$ cat src/rtl/zip_add_arbiter_pkg.sv
// zip_add_arbiter_pkg: shared types and the round-robin and one-hot helper functions for the zip/add arbiter.
package zip_add_arbiter_pkg;

    localparam int MAX_REQ = 32;
    localparam int IDX_W   = $clog2(MAX_REQ);

    typedef struct packed {
        logic             found;
        logic [IDX_W-1:0] idx;
    } pick_t;

    function automatic logic [MAX_REQ-1:0] idx_to_onehot(input logic [IDX_W-1:0] idx);
        return MAX_REQ'(1) << idx;
    endfunction

    function automatic logic [IDX_W-1:0] onehot_to_idx(input logic [MAX_REQ-1:0] oh);
        logic [IDX_W-1:0] r;
        r = '0;
        for (int k = 0; k < MAX_REQ; k++)
            if (oh[k]) r = IDX_W'(k);
        return r;
    endfunction

    // Scans offsets high to low so the smallest offset from ptr is the one left standing.
    function automatic pick_t rr_pick(input logic [MAX_REQ-1:0] elig, input int n, input int ptr);
        pick_t p;
        int    i;
        p = '0;
        for (int k = MAX_REQ - 1; k >= 0; k--) begin
            i = (ptr + k) % n;
            if (k < n && elig[i]) begin
                p.found = 1'b1;
                p.idx   = IDX_W'(i);
            end
        end
        return p;
    endfunction

endpackage

$ cat src/rtl/zip_add_arbiter_if.sv
// zip_add_arbiter_if: requester, datapath and response signals of the zip/add arbiter.
interface zip_add_arbiter_if #(
    parameter int N_REQ = 4,
    parameter int WIDTH = 8
);
    logic [N_REQ-1:0]       req_a_valid;
    logic [N_REQ*WIDTH-1:0] req_a;
    logic [N_REQ-1:0]       req_b_valid;
    logic [N_REQ*WIDTH-1:0] req_b;
    logic [N_REQ-1:0]       req_ready;
    logic                   dp_valid;
    logic [WIDTH-1:0]       dp_a;
    logic [WIDTH-1:0]       dp_b;
    logic                   dp_ready;
    logic                   dp_res_valid;
    logic [WIDTH-1:0]       dp_res;
    logic                   dp_res_ready;
    logic [N_REQ-1:0]       resp_valid;
    logic [WIDTH-1:0]       resp_data;
    logic [N_REQ-1:0]       resp_ready;
    logic                   busy;
    logic                   err;

    modport master (
        output req_a_valid, req_a, req_b_valid, req_b, dp_ready, dp_res_valid, dp_res, resp_ready,
        input  req_ready, dp_valid, dp_a, dp_b, dp_res_ready, resp_valid, resp_data, busy, err
    );

    modport slave (
        input  req_a_valid, req_a, req_b_valid, req_b, dp_ready, dp_res_valid, dp_res, resp_ready,
        output req_ready, dp_valid, dp_a, dp_b, dp_res_ready, resp_valid, resp_data, busy, err
    );
endinterface

$ cat src/rtl/zip_add_arbiter_tag_fifo.sv
// zip_add_arbiter_tag_fifo: DEPTH x TAG_W synchronous FIFO holding the owner tag of each in-flight pair.
module zip_add_arbiter_tag_fifo #(
    parameter int DEPTH = 4,
    parameter int TAG_W = 2
) (
    input  logic                     clk,
    input  logic                     rst,
    input  logic                     push,
    input  logic [TAG_W-1:0]         push_tag,
    input  logic                     pop,
    output logic                     full,
    output logic                     empty,
    output logic [TAG_W-1:0]         head,
    output logic [$clog2(DEPTH):0]   count
);
    localparam int PTR_W = $clog2(DEPTH);

    logic [TAG_W-1:0] mem [DEPTH];
    logic [PTR_W-1:0] wr_ptr, rd_ptr;
    logic             do_push, do_pop;

    always_comb begin
        full    = count[PTR_W];
        empty   = count == '0;
        head    = mem[rd_ptr];
        do_push = push && !full;
        do_pop  = pop && !empty;
    end

    always_ff @(posedge clk)
        if (do_push) mem[wr_ptr] <= push_tag;

    always_ff @(posedge clk) begin
        if (rst) begin
            wr_ptr <= '0;
            rd_ptr <= '0;
            count  <= '0;
        end else begin
            if (do_push) wr_ptr <= wr_ptr + 1'b1;
            if (do_pop) rd_ptr <= rd_ptr + 1'b1;
            if (do_push != do_pop) count <= do_push ? count + 1'b1 : count - 1'b1;
        end
    end
endmodule

$ cat src/rtl/zip_add_arbiter.sv
// zip_add_arbiter: round-robin zip arbiter sharing one A+B datapath among N_REQ requesters.
// Define ZIP_ARB_STICKY_EN to let a winner keep priority for up to MAX_BURST consecutive grants.
module zip_add_arbiter
    import zip_add_arbiter_pkg::*;
#(
    parameter int N_REQ     = 4,
    parameter int WIDTH     = 8,
    parameter int DEPTH     = 4,
    parameter int MAX_BURST = 4
) (
    input logic              clk,
    input logic              rst,
    zip_add_arbiter_if.slave bus
);
    localparam int TAG_W = $clog2(N_REQ);
    localparam int PTR_W = $clog2(DEPTH);

    logic [TAG_W-1:0]   rr_ptr, next_ptr, head;
    logic [IDX_W-1:0]   winner;
    logic [MAX_REQ-1:0] elig;
    pick_t              pick;
    logic               slot_free, grant, full, empty, pop;
    logic               dp_valid_q, err_q;
    logic [WIDTH-1:0]   dp_a_q, dp_b_q;
    logic [PTR_W:0]     count;

    always_comb begin
        elig                = '0;
        elig[N_REQ-1:0]     = bus.req_a_valid & bus.req_b_valid;
        pick                = rr_pick(elig, N_REQ, int'(rr_ptr));
        winner              = pick.idx;
        slot_free           = !dp_valid_q || bus.dp_ready;
        grant               = slot_free && !full && pick.found;
        next_ptr            = (winner == IDX_W'(N_REQ - 1)) ? '0 : TAG_W'(winner + 1'b1);
        bus.req_ready       = grant ? N_REQ'(1) << winner : '0;
        bus.resp_valid      = (bus.dp_res_valid && !empty) ? N_REQ'(1) << head : '0;
        bus.dp_res_ready    = !empty && bus.resp_ready[head];
        bus.resp_data       = bus.dp_res;
        pop                 = bus.dp_res_valid && bus.dp_res_ready;
        bus.busy            = dp_valid_q || count != '0;
        bus.dp_valid        = dp_valid_q;
        bus.dp_a            = dp_a_q;
        bus.dp_b            = dp_b_q;
        bus.err             = err_q;
    end

`ifdef ZIP_ARB_STICKY_EN
    localparam int BW = $clog2(MAX_BURST + 1);
    logic [BW-1:0] burst, burst_nxt;
    // A nonzero burst means rr_ptr is still parked on the previous winner.
    always_comb burst_nxt = (burst != '0 && winner == IDX_W'(rr_ptr)) ? burst + 1'b1 : BW'(1);
`else
    logic unused_burst;
    assign unused_burst = MAX_BURST != 0;
`endif

    always_ff @(posedge clk) begin
        if (rst) begin
            dp_valid_q <= 1'b0;
            dp_a_q     <= '0;
            dp_b_q     <= '0;
            rr_ptr     <= '0;
            err_q      <= 1'b0;
`ifdef ZIP_ARB_STICKY_EN
            burst      <= '0;
`endif
        end else begin
            if (grant) begin
                dp_valid_q <= 1'b1;
                dp_a_q     <= bus.req_a[winner*WIDTH +: WIDTH];
                dp_b_q     <= bus.req_b[winner*WIDTH +: WIDTH];
`ifdef ZIP_ARB_STICKY_EN
                rr_ptr     <= (burst_nxt == BW'(MAX_BURST)) ? next_ptr : TAG_W'(winner);
                burst      <= (burst_nxt == BW'(MAX_BURST)) ? '0 : burst_nxt;
`else
                rr_ptr     <= next_ptr;
`endif
            end else if (slot_free) begin
                dp_valid_q <= 1'b0;
            end
            if (bus.dp_res_valid && empty) err_q <= 1'b1;
        end
    end

    zip_add_arbiter_tag_fifo #(
        .DEPTH (DEPTH),
        .TAG_W (TAG_W)
    ) u_tag_fifo (
        .clk      (clk),
        .rst      (rst),
        .push     (grant),
        .push_tag (TAG_W'(winner)),
        .pop      (pop),
        .full     (full),
        .empty    (empty),
        .head     (head),
        .count    (count)
    );
endmodule
$ cat src/flat_wrapper.sv
// flat-port wrapper written by rule: the top's interface ports become plain ports
module zip_add_arbiter_flat import zip_add_arbiter_pkg::*;
#(
    parameter int N_REQ     = 4,
    parameter int WIDTH     = 8,
    parameter int DEPTH     = 4,
    parameter int MAX_BURST = 4
)
  (clk, rst, bus_req_a_valid, bus_req_a, bus_req_b_valid, bus_req_b, bus_dp_ready, bus_dp_res_valid, bus_dp_res, bus_resp_ready, bus_req_ready, bus_dp_valid, bus_dp_a, bus_dp_b, bus_dp_res_ready, bus_resp_valid, bus_resp_data, bus_busy, bus_err);
  zip_add_arbiter_if #(.N_REQ(N_REQ), .WIDTH(WIDTH)) bus_i ();
  input logic clk;
  input logic rst;
  input wire logic [$bits(bus_i.req_a_valid)-1:0] bus_req_a_valid;
  input wire logic [$bits(bus_i.req_a)-1:0] bus_req_a;
  input wire logic [$bits(bus_i.req_b_valid)-1:0] bus_req_b_valid;
  input wire logic [$bits(bus_i.req_b)-1:0] bus_req_b;
  input wire logic [$bits(bus_i.dp_ready)-1:0] bus_dp_ready;
  input wire logic [$bits(bus_i.dp_res_valid)-1:0] bus_dp_res_valid;
  input wire logic [$bits(bus_i.dp_res)-1:0] bus_dp_res;
  input wire logic [$bits(bus_i.resp_ready)-1:0] bus_resp_ready;
  output wire logic [$bits(bus_i.req_ready)-1:0] bus_req_ready;
  output wire logic [$bits(bus_i.dp_valid)-1:0] bus_dp_valid;
  output wire logic [$bits(bus_i.dp_a)-1:0] bus_dp_a;
  output wire logic [$bits(bus_i.dp_b)-1:0] bus_dp_b;
  output wire logic [$bits(bus_i.dp_res_ready)-1:0] bus_dp_res_ready;
  output wire logic [$bits(bus_i.resp_valid)-1:0] bus_resp_valid;
  output wire logic [$bits(bus_i.resp_data)-1:0] bus_resp_data;
  output wire logic [$bits(bus_i.busy)-1:0] bus_busy;
  output wire logic [$bits(bus_i.err)-1:0] bus_err;
  assign bus_i.req_a_valid = bus_req_a_valid;
  assign bus_i.req_a = bus_req_a;
  assign bus_i.req_b_valid = bus_req_b_valid;
  assign bus_i.req_b = bus_req_b;
  assign bus_i.dp_ready = bus_dp_ready;
  assign bus_i.dp_res_valid = bus_dp_res_valid;
  assign bus_i.dp_res = bus_dp_res;
  assign bus_i.resp_ready = bus_resp_ready;
  assign bus_req_ready = bus_i.req_ready;
  assign bus_dp_valid = bus_i.dp_valid;
  assign bus_dp_a = bus_i.dp_a;
  assign bus_dp_b = bus_i.dp_b;
  assign bus_dp_res_ready = bus_i.dp_res_ready;
  assign bus_resp_valid = bus_i.resp_valid;
  assign bus_resp_data = bus_i.resp_data;
  assign bus_busy = bus_i.busy;
  assign bus_err = bus_i.err;
  zip_add_arbiter #(.N_REQ(N_REQ), .WIDTH(WIDTH), .DEPTH(DEPTH), .MAX_BURST(MAX_BURST)) u_core (.clk(clk), .rst(rst), .bus(bus_i));
endmodule
$ cat config.mk
export PLATFORM = sky130hd
export DESIGN_NAME = zip_add_arbiter_flat
export DESIGN_NICKNAME = d
export VERILOG_FILES = /design/src/rtl/zip_add_arbiter_pkg.sv /design/src/rtl/zip_add_arbiter_if.sv /design/src/rtl/zip_add_arbiter_tag_fifo.sv /design/src/rtl/zip_add_arbiter.sv /design/src/flat_wrapper.sv
export SDC_FILE = /design/constraint.sdc
export NUM_CORES = 1
export LEC_CHECK = 0
export BUFFER_PORTS_ARGS = -buffer_cell sky130_fd_sc_hd__buf_2
export CORE_ASPECT_RATIO = 1.75
export CORE_UTILIZATION = 46
export CTS_BUF_LIST = sky130_fd_sc_hd__clkbuf_16
export DETAILED_ROUTE_END_ITERATION = 10
export PLACE_DENSITY = 0.8
export SETUP_SLACK_MARGIN = 0.02
export SYNTH_ARGS = -nofsm -noshare
export SYNTH_HDL_FRONTEND = slang
export SYNTH_SLANG_ARGS = --single-unit
$ cat constraint.sdc
create_clock -name clk -period 2.3 [get_ports clk]
set_input_delay 0.23 -clock clk [delete_from_list [all_inputs] [get_ports clk]]
set_output_delay 0.23 -clock clk [all_outputs]
set_load 0.01 [all_outputs]
Word level (Yosys, flattened, before mapping)
Memory sizes are Yosys's and may differ from the RTL's. A register that Yosys moved wholly into a read port is not among the register bits.
Cells that the tools add are included.
W data, S select, Z words.
{ "op_classes": {"addsub": 8, "mul": 0, "div_mod_pow": 0, "order_cmp": 5, "eq_ne": 2, "shift": 4, "mux": 27, "n_bitwise": 4, "n_reduce_logical": 19} }
{ "ops": {"columns": ["op", "n"], "rows": [
  ["$shiftx A32 B9 Y8", 2],
  ["$mux W6", 4],
  ["$lt A3 B7 Y1 const B", 3],
  ["$mux W1", 12],
  ["$bmux W1 S3", 3],
  ["$add A2 B1 Y2 const B", 4],
  ["$logic_and A1 B1 Y1", 8],
  ["$mux W4", 2],
  ["$lt A2 B6 Y1 const B", 1],
  ["$mux W2", 3],
  ["$reduce_or A2 Y1", 3],
  ["$eq A5 B2 Y1 const B", 1],
  ["$shl A1 B5 Y4 const A", 1],
  ["$add A2 B2 Y2 const B", 2],
  ["$and A4 B4 Y4", 1],
  ["$bmux W1 S2", 2],
  ["$shl A1 B2 Y4 const A", 1],
  ["$add A3 B1 Y3 const B", 1],
  ["$and A1 B1 Y1 const A", 3],
  ["$logic_not A1 Y1", 3],
  ["$logic_not A3 Y1", 1],
  ["$lt A2 B3 Y1 const B", 1],
  ["$mux W3", 1],
  ["$reduce_bool A3 Y1", 1],
  ["other kinds (4)", 5]
]} }
{ "word_totals": {"regBits": 27, "latch_bits": 0, "mem_bits_rw": 8, "romBits": 0, "word_cells": 78, "memories": 1} }
{ "mem_list": {"columns": ["memory", "words", "word_bits", "rd", "rd_clocked_by_memory_dff", "write_ports", "line", "rtl"], "rows": [
  ["u_core.u_tag_fifo.mem", 4, 2, 1, 1, 1, "zip_add_arbiter_tag_fifo.sv:18", "logic [TAG_W-1:0] mem [DEPTH];"]
]} }

Longest topological paths before layout
{ "logic_depth": {"word_depth": 14, "mapped_depth": 9, "ltp_nobuf": 7} }

Cells and area by module
Synthesis repeated with hierarchy kept, for this count alone.
{ "unflattened": {"hier_cells": 215, "area_unflattened_um2": 2223.4} }
{ "by_module_without_submodules": {"columns": ["module", "instances", "cells_per_inst", "area_each_um2"], "rows": [
  ["zip_add_arbiter", 1, 152, 1440.1],
  ["zip_add_arbiter_tag_fifo", 1, 63, 783.3]
]} }

Least setup slack after synthesis
No wires, ideal clock.
{ "synth_timing": {"path_kind": "register -> register", "startpoint": "reg u_core.dp_valid_q (netlist: u_core.bus.dp_valid)", "endpoint": "reg u_core.u_tag_fifo.count[2]", "arrival_time_ps": 1890, "required_ps": 2226, "slack_ps": 335, "stages_incl_launch_ff": 9, "path_cell_list": "dfxtp_1 > nor2b_1 > a211oi_4 > clkbuf_1 > xnor2_1 > ha_1 > nor4_1 > nand2_1 > a31oi_1"} }
{ "synth_via": {"elab_chain_cells": 6, "word_cells_on_any_way": 7, "classes_between": "eq/ne (1); mux (1); reduce/logical (5)"} }
{ "synth_rtl": {"columns": ["item", "line", "rtl"], "rows": [
  ["start: declaration", "zip_add_arbiter.sv:23", "logic dp_valid_q, err_q;"],
  ["start signal: assignment", "zip_add_arbiter.sv:59", "dp_valid_q <= 1'b0;"],
  ["start signal: assignment", "zip_add_arbiter.sv:69", "dp_valid_q <= 1'b1;"],
  ["start signal: assignment", "zip_add_arbiter.sv:79", "dp_valid_q <= 1'b0;"],
  ["$logic_not A1 Y1 *", "zip_add_arbiter.sv:32", "slot_free = !dp_valid_q || bus.dp_ready;"],
  ["$logic_or A1 B1 Y1 *", "zip_add_arbiter.sv:32", null],
  ["$logic_and A1 B1 Y1 * (2 in a row)", "zip_add_arbiter.sv:33", "grant = slot_free && !full && pick.found;"],
  ["$logic_and A1 B1 Y1 *", "zip_add_arbiter_tag_fifo.sv:26", "do_push = push && !full;"],
  ["$mux W3 or $ne A1 B1 Y1 (tied branches)", "zip_add_arbiter_tag_fifo.sv:41", "if (do_push != do_pop) count <= do_push ? count + 1'b1 : count - 1'b1;"],
  ["end signal: assignment", "zip_add_arbiter_tag_fifo.sv:41", null],
  ["end: declaration", "zip_add_arbiter_tag_fifo.sv:14", "output logic [$clog2(DEPTH):0] count"]
]} }
Mark *: on every way between the ends. The rest lies on a longest branch, timed or not.
A chain may end at the register's enable or synchronous reset.

==> flow_summary.ini <==
[detailed_routing]
post_drt_wl_per_cell_um = 15.4
drt-vias-per-instance = 5.74
ant_nets = 0
drc = 9
vias = 2525
wl_um = 6760
drt-initial-drc-count = 131
drt-pass1-iter-count = 8

[global_routing]
grt_pass1_wl_um = 10700
grt_antenna_before_repair = 0
grt.met2_usage_pct = 42.8
grt_max_degree = 33
grt-busiest-layer = met2
grt_overflow_total = 0
grt_use_met3_pct = 3.38
use_met1_pct = 27.6
grt_pass1_vias = 2391
grt.total_usage_pct = 23.9

[placed_design]
place_hpwl_um = 4930
dpl_cell_area_sq_mm = 0.00305
io_buffer_count = 107
gp_congestion = 0.831

[outcome]
status = complete, but fails checks
violations = design-rule violations

[yosys]
synth_xor_area_share_pct = 1.70
yosys_warnings = 0
syn_area_sq_mm = 0.00251
synth_mux_area_share_pct = 3.99
postSynthCellCount = 289
avgSynthCellArea_sq_um = 8.68
synth_cell_types = 40
ys_seq_area_share_pct = 32.7
synth_fp_nets = 386
synth_top_family_by_area = compound AO/OA/AOI/OAI gates
synthAdderAreaFrac_pct = 4.49
yosys.area_share.simple_pct = 14.2
synth_seq_cells = 37
synth_compound_area_share_pct = 31.2

[timing]
setup_viol = 0
max_freq_mhz = 457
finalCriticalPeriod_ns = 2.19
hold_viol_final = 0
finalMaxSlewViolations = 0
rsz0062_at_grt = false
timing.setup.tns_ns = 0
finClkSkew_ns = 0.00886
period_share_pct = 95.1
worst_slew_pin_slew_ns = 0.693
slew_headroom_pct = 53.8

[power_and_ir_drop]
clkPwrFrac_pct = 21.4
p_sw_share_pct = 37.8
power_switching_w = 0.00113
combPwrFrac_pct = 45.0
ir_worst_vdd_mv = 0.437
p_seq_share_pct = 33.6
p_int_w = 0.00186
powerDensity_mw_per_mm2 = 934
p_leak_nw = 1.47

[critical_path]
cp-start-kind = flop
crit_type = flop to output port
crit_arrival_ns = 1.96
cp_data_required_time_ns = 2.07
r2r.worst_path.cells = 5
critPathMaxFanout = 11
end_kind = output port

[cells_and_area]
syn_to_final_growth_pct = 27.6
nFillCells = 486
fin_util_pct = 60.9
finalNetCount = 481
finish.instance_area_sq_mm = 0.00320
drive_above_1_share_pct = 36.4
diodes = 0

[clock_network]
clock-sinks = 37
hold_buffers = 0
clockBufferDepth = 2
htree_levels = 2
clkTransAtPathRegs_ns = 0.06
root_buffer = clkbuf_16
tritoncts = built
numCtsBuffers = 5
worstSkewPairLatency_ns = 0.28

[floorplanning]
io-pin-count = 124
die_w_um = 57.8
coreArea_sq_mm = 0.00526
die_y_um = 99.7
die_area_sq_mm = 0.00576
initial_core_util_pct = 47.7
std_cell_rows = 35

[flow_run]
drv_cap = 0

[min_path]
holdPathStages = 3
hold_path.class = input pin to flop
-- path summary, 6_finish.rpt --
check / slack (ns) / from / end
hold reg to reg: 0.47 / u_core.bus.err / u_core.bus.err
hold / removal: 0.20 / bus_dp_res_valid / u_core.bus.err
setup reg to reg: 0.17 / flop / u_core.u_tag_fifo.count[0]
setup / recovery: 0.11 / u_core.rr_ptr[1] / bus_req_ready[3]
-- Yosys cell counts (all sizes together) --
| cell | instances | area [sq um] |
|---|---|---|
| mux4 | 2 | 45.0 |
| nor4 | 1 | 6.26 |
| mux2i | 4 | 40.0 |
| buf | 12 | 80.1 |
| nor3 | 2 | 21.3 |
| a32oi | 1 | 8.76 |
| o21ai | 3 | 15.0 |
| nand3b | 2 | 15.0 |
| or3 | 1 | 6.26 |
| a22oi | 2 | 15.0 |
| nor2 | 15 | 56.3 |
| a21o | 2 | 15.0 |
| ha | 9 | 113 |
| inv | 38 | 143 |
| nand2b | 21 | 139 |
| o22ai | 1 | 12.5 |
| o22a | 1 | 10.0 |
| nand3 | 2 | 10.0 |
| dfxtp | 29 | 581 |
| clkbuf | 19 | 71.3 |
| a211oi | 67 | 516 |
| edfxtp | 8 | 240 |
| nand2 | 5 | 18.8 |
| mux2 | 1 | 15.0 |
| and2 | 9 | 56.3 |
| o31a | 1 | 8.76 |
| xnor2 | 4 | 42.6 |
| a21oi | 5 | 25.0 |
| a31oi | 1 | 6.26 |
| a32o | 1 | 10.0 |
| nor3b | 1 | 7.51 |
| o32ai | 16 | 140 |
| nor2b | 3 | 18.8 |
-- stage by stage --
stage                     cells  power [W]  setup WS, ns  hold slack, ns
after floorplan             289    0.00190         0.335           0.371
after global placement      431    0.00228         0.290           0.444
after detailed placement    431    0.00233         0.177           0.453
after CTS                   439    0.00298        0.0365           0.195
after global routing        440    0.00318        0.0185           0.213
final                       440    0.00299         0.112           0.197
-- power groups by stage --
stage / combinational (W) / sequential [W] / clock [W]
finish: 0.00135 / 0.00100 / 0.000641
CTS: 0.00133 / 0.00100 / 0.000648
floorplan: 0.000879 / 0.00102 / 0
detailed placement: 0.00132 / 0.00101 / 0
global route: 0.00147 / 0.00103 / 0.000682
global placement: 0.00128 / 0.00100 / 0
-- cell usage in the layout (no fill, tap or decap), drive strengths merged, types with 2 or more instances in the layout --
master    n
mux4      2
nand2b   21
clkbuf    5
inv      39
clkinv    2
buf     119
a21oi     5
xnor2     4
edfxtp    8
nand2     5
dfxtp    29
nand3     2
nor2     15
a21o      2
nand3b    2
a211oi   67
o32ai    16
nor3      2
mux2i     4
nor2b     3
a22oi     2
ha        9
and2      9
o21ai     3
-- area by class of cell --
cell class,instances,area [sq um],area share (%)
multi-input cells,183,1400,43.8
flip-flops and latches,37,822,25.7
repair buffers,119,626,19.5
inverters,38,143,4.46
clock buffers,5,125,3.91
well taps,55,68.8,2.15
clock inverters,3,13.8,0.430
-- critical path, cell delays in order, from the launching register on --
cell     delay [ns]
dfxtp_2        0.35
a32o_1         0.23
a21o_1         0.20
a21o_2         0.30
inv_1          0.18
ha_1           0.17
and2_1         0.11
buf_2          0.12
-- flip-flops by register name, summed over array words and instances, names as in the netlist, named ones only --
name and count:
u_core.bus.dp_a 8, u_core.bus.dp_b 8, u_core.bus.dp_valid 1, u_core.bus.err 1
u_core.rr_ptr 2, u_core.u_tag_fifo.count 3, u_core.u_tag_fifo.mem 8, u_core.u_tag_fifo.rd_ptr 2
u_core.u_tag_fifo.wr_ptr 2
-- kinds of logic after synthesis --
group / after synthesis
compound gates: 101
buf+inv: 69
simple gates: 62
flops: 37
fa+ha+maj: 9
mux: 7
xor+xnor: 4
-- metal layers --
| layer | vias up | routed length [um] |
|---|---|---|
| met2 | 92 | 3660 |
| li1 | 1241 | - |
| met4 | 0 | 154 |
| met3 | 16 | 309 |
| met1 | 1176 | 2640 |
| met5 | - | 0 |
-- what timing repair did --
item,CTS,global route
setup buffers,0,1
setup endpoints to repair,2,5
resized for setup,1,2
pin swaps,0,1
Note: power is estimated with default switching activity, not from simulation.
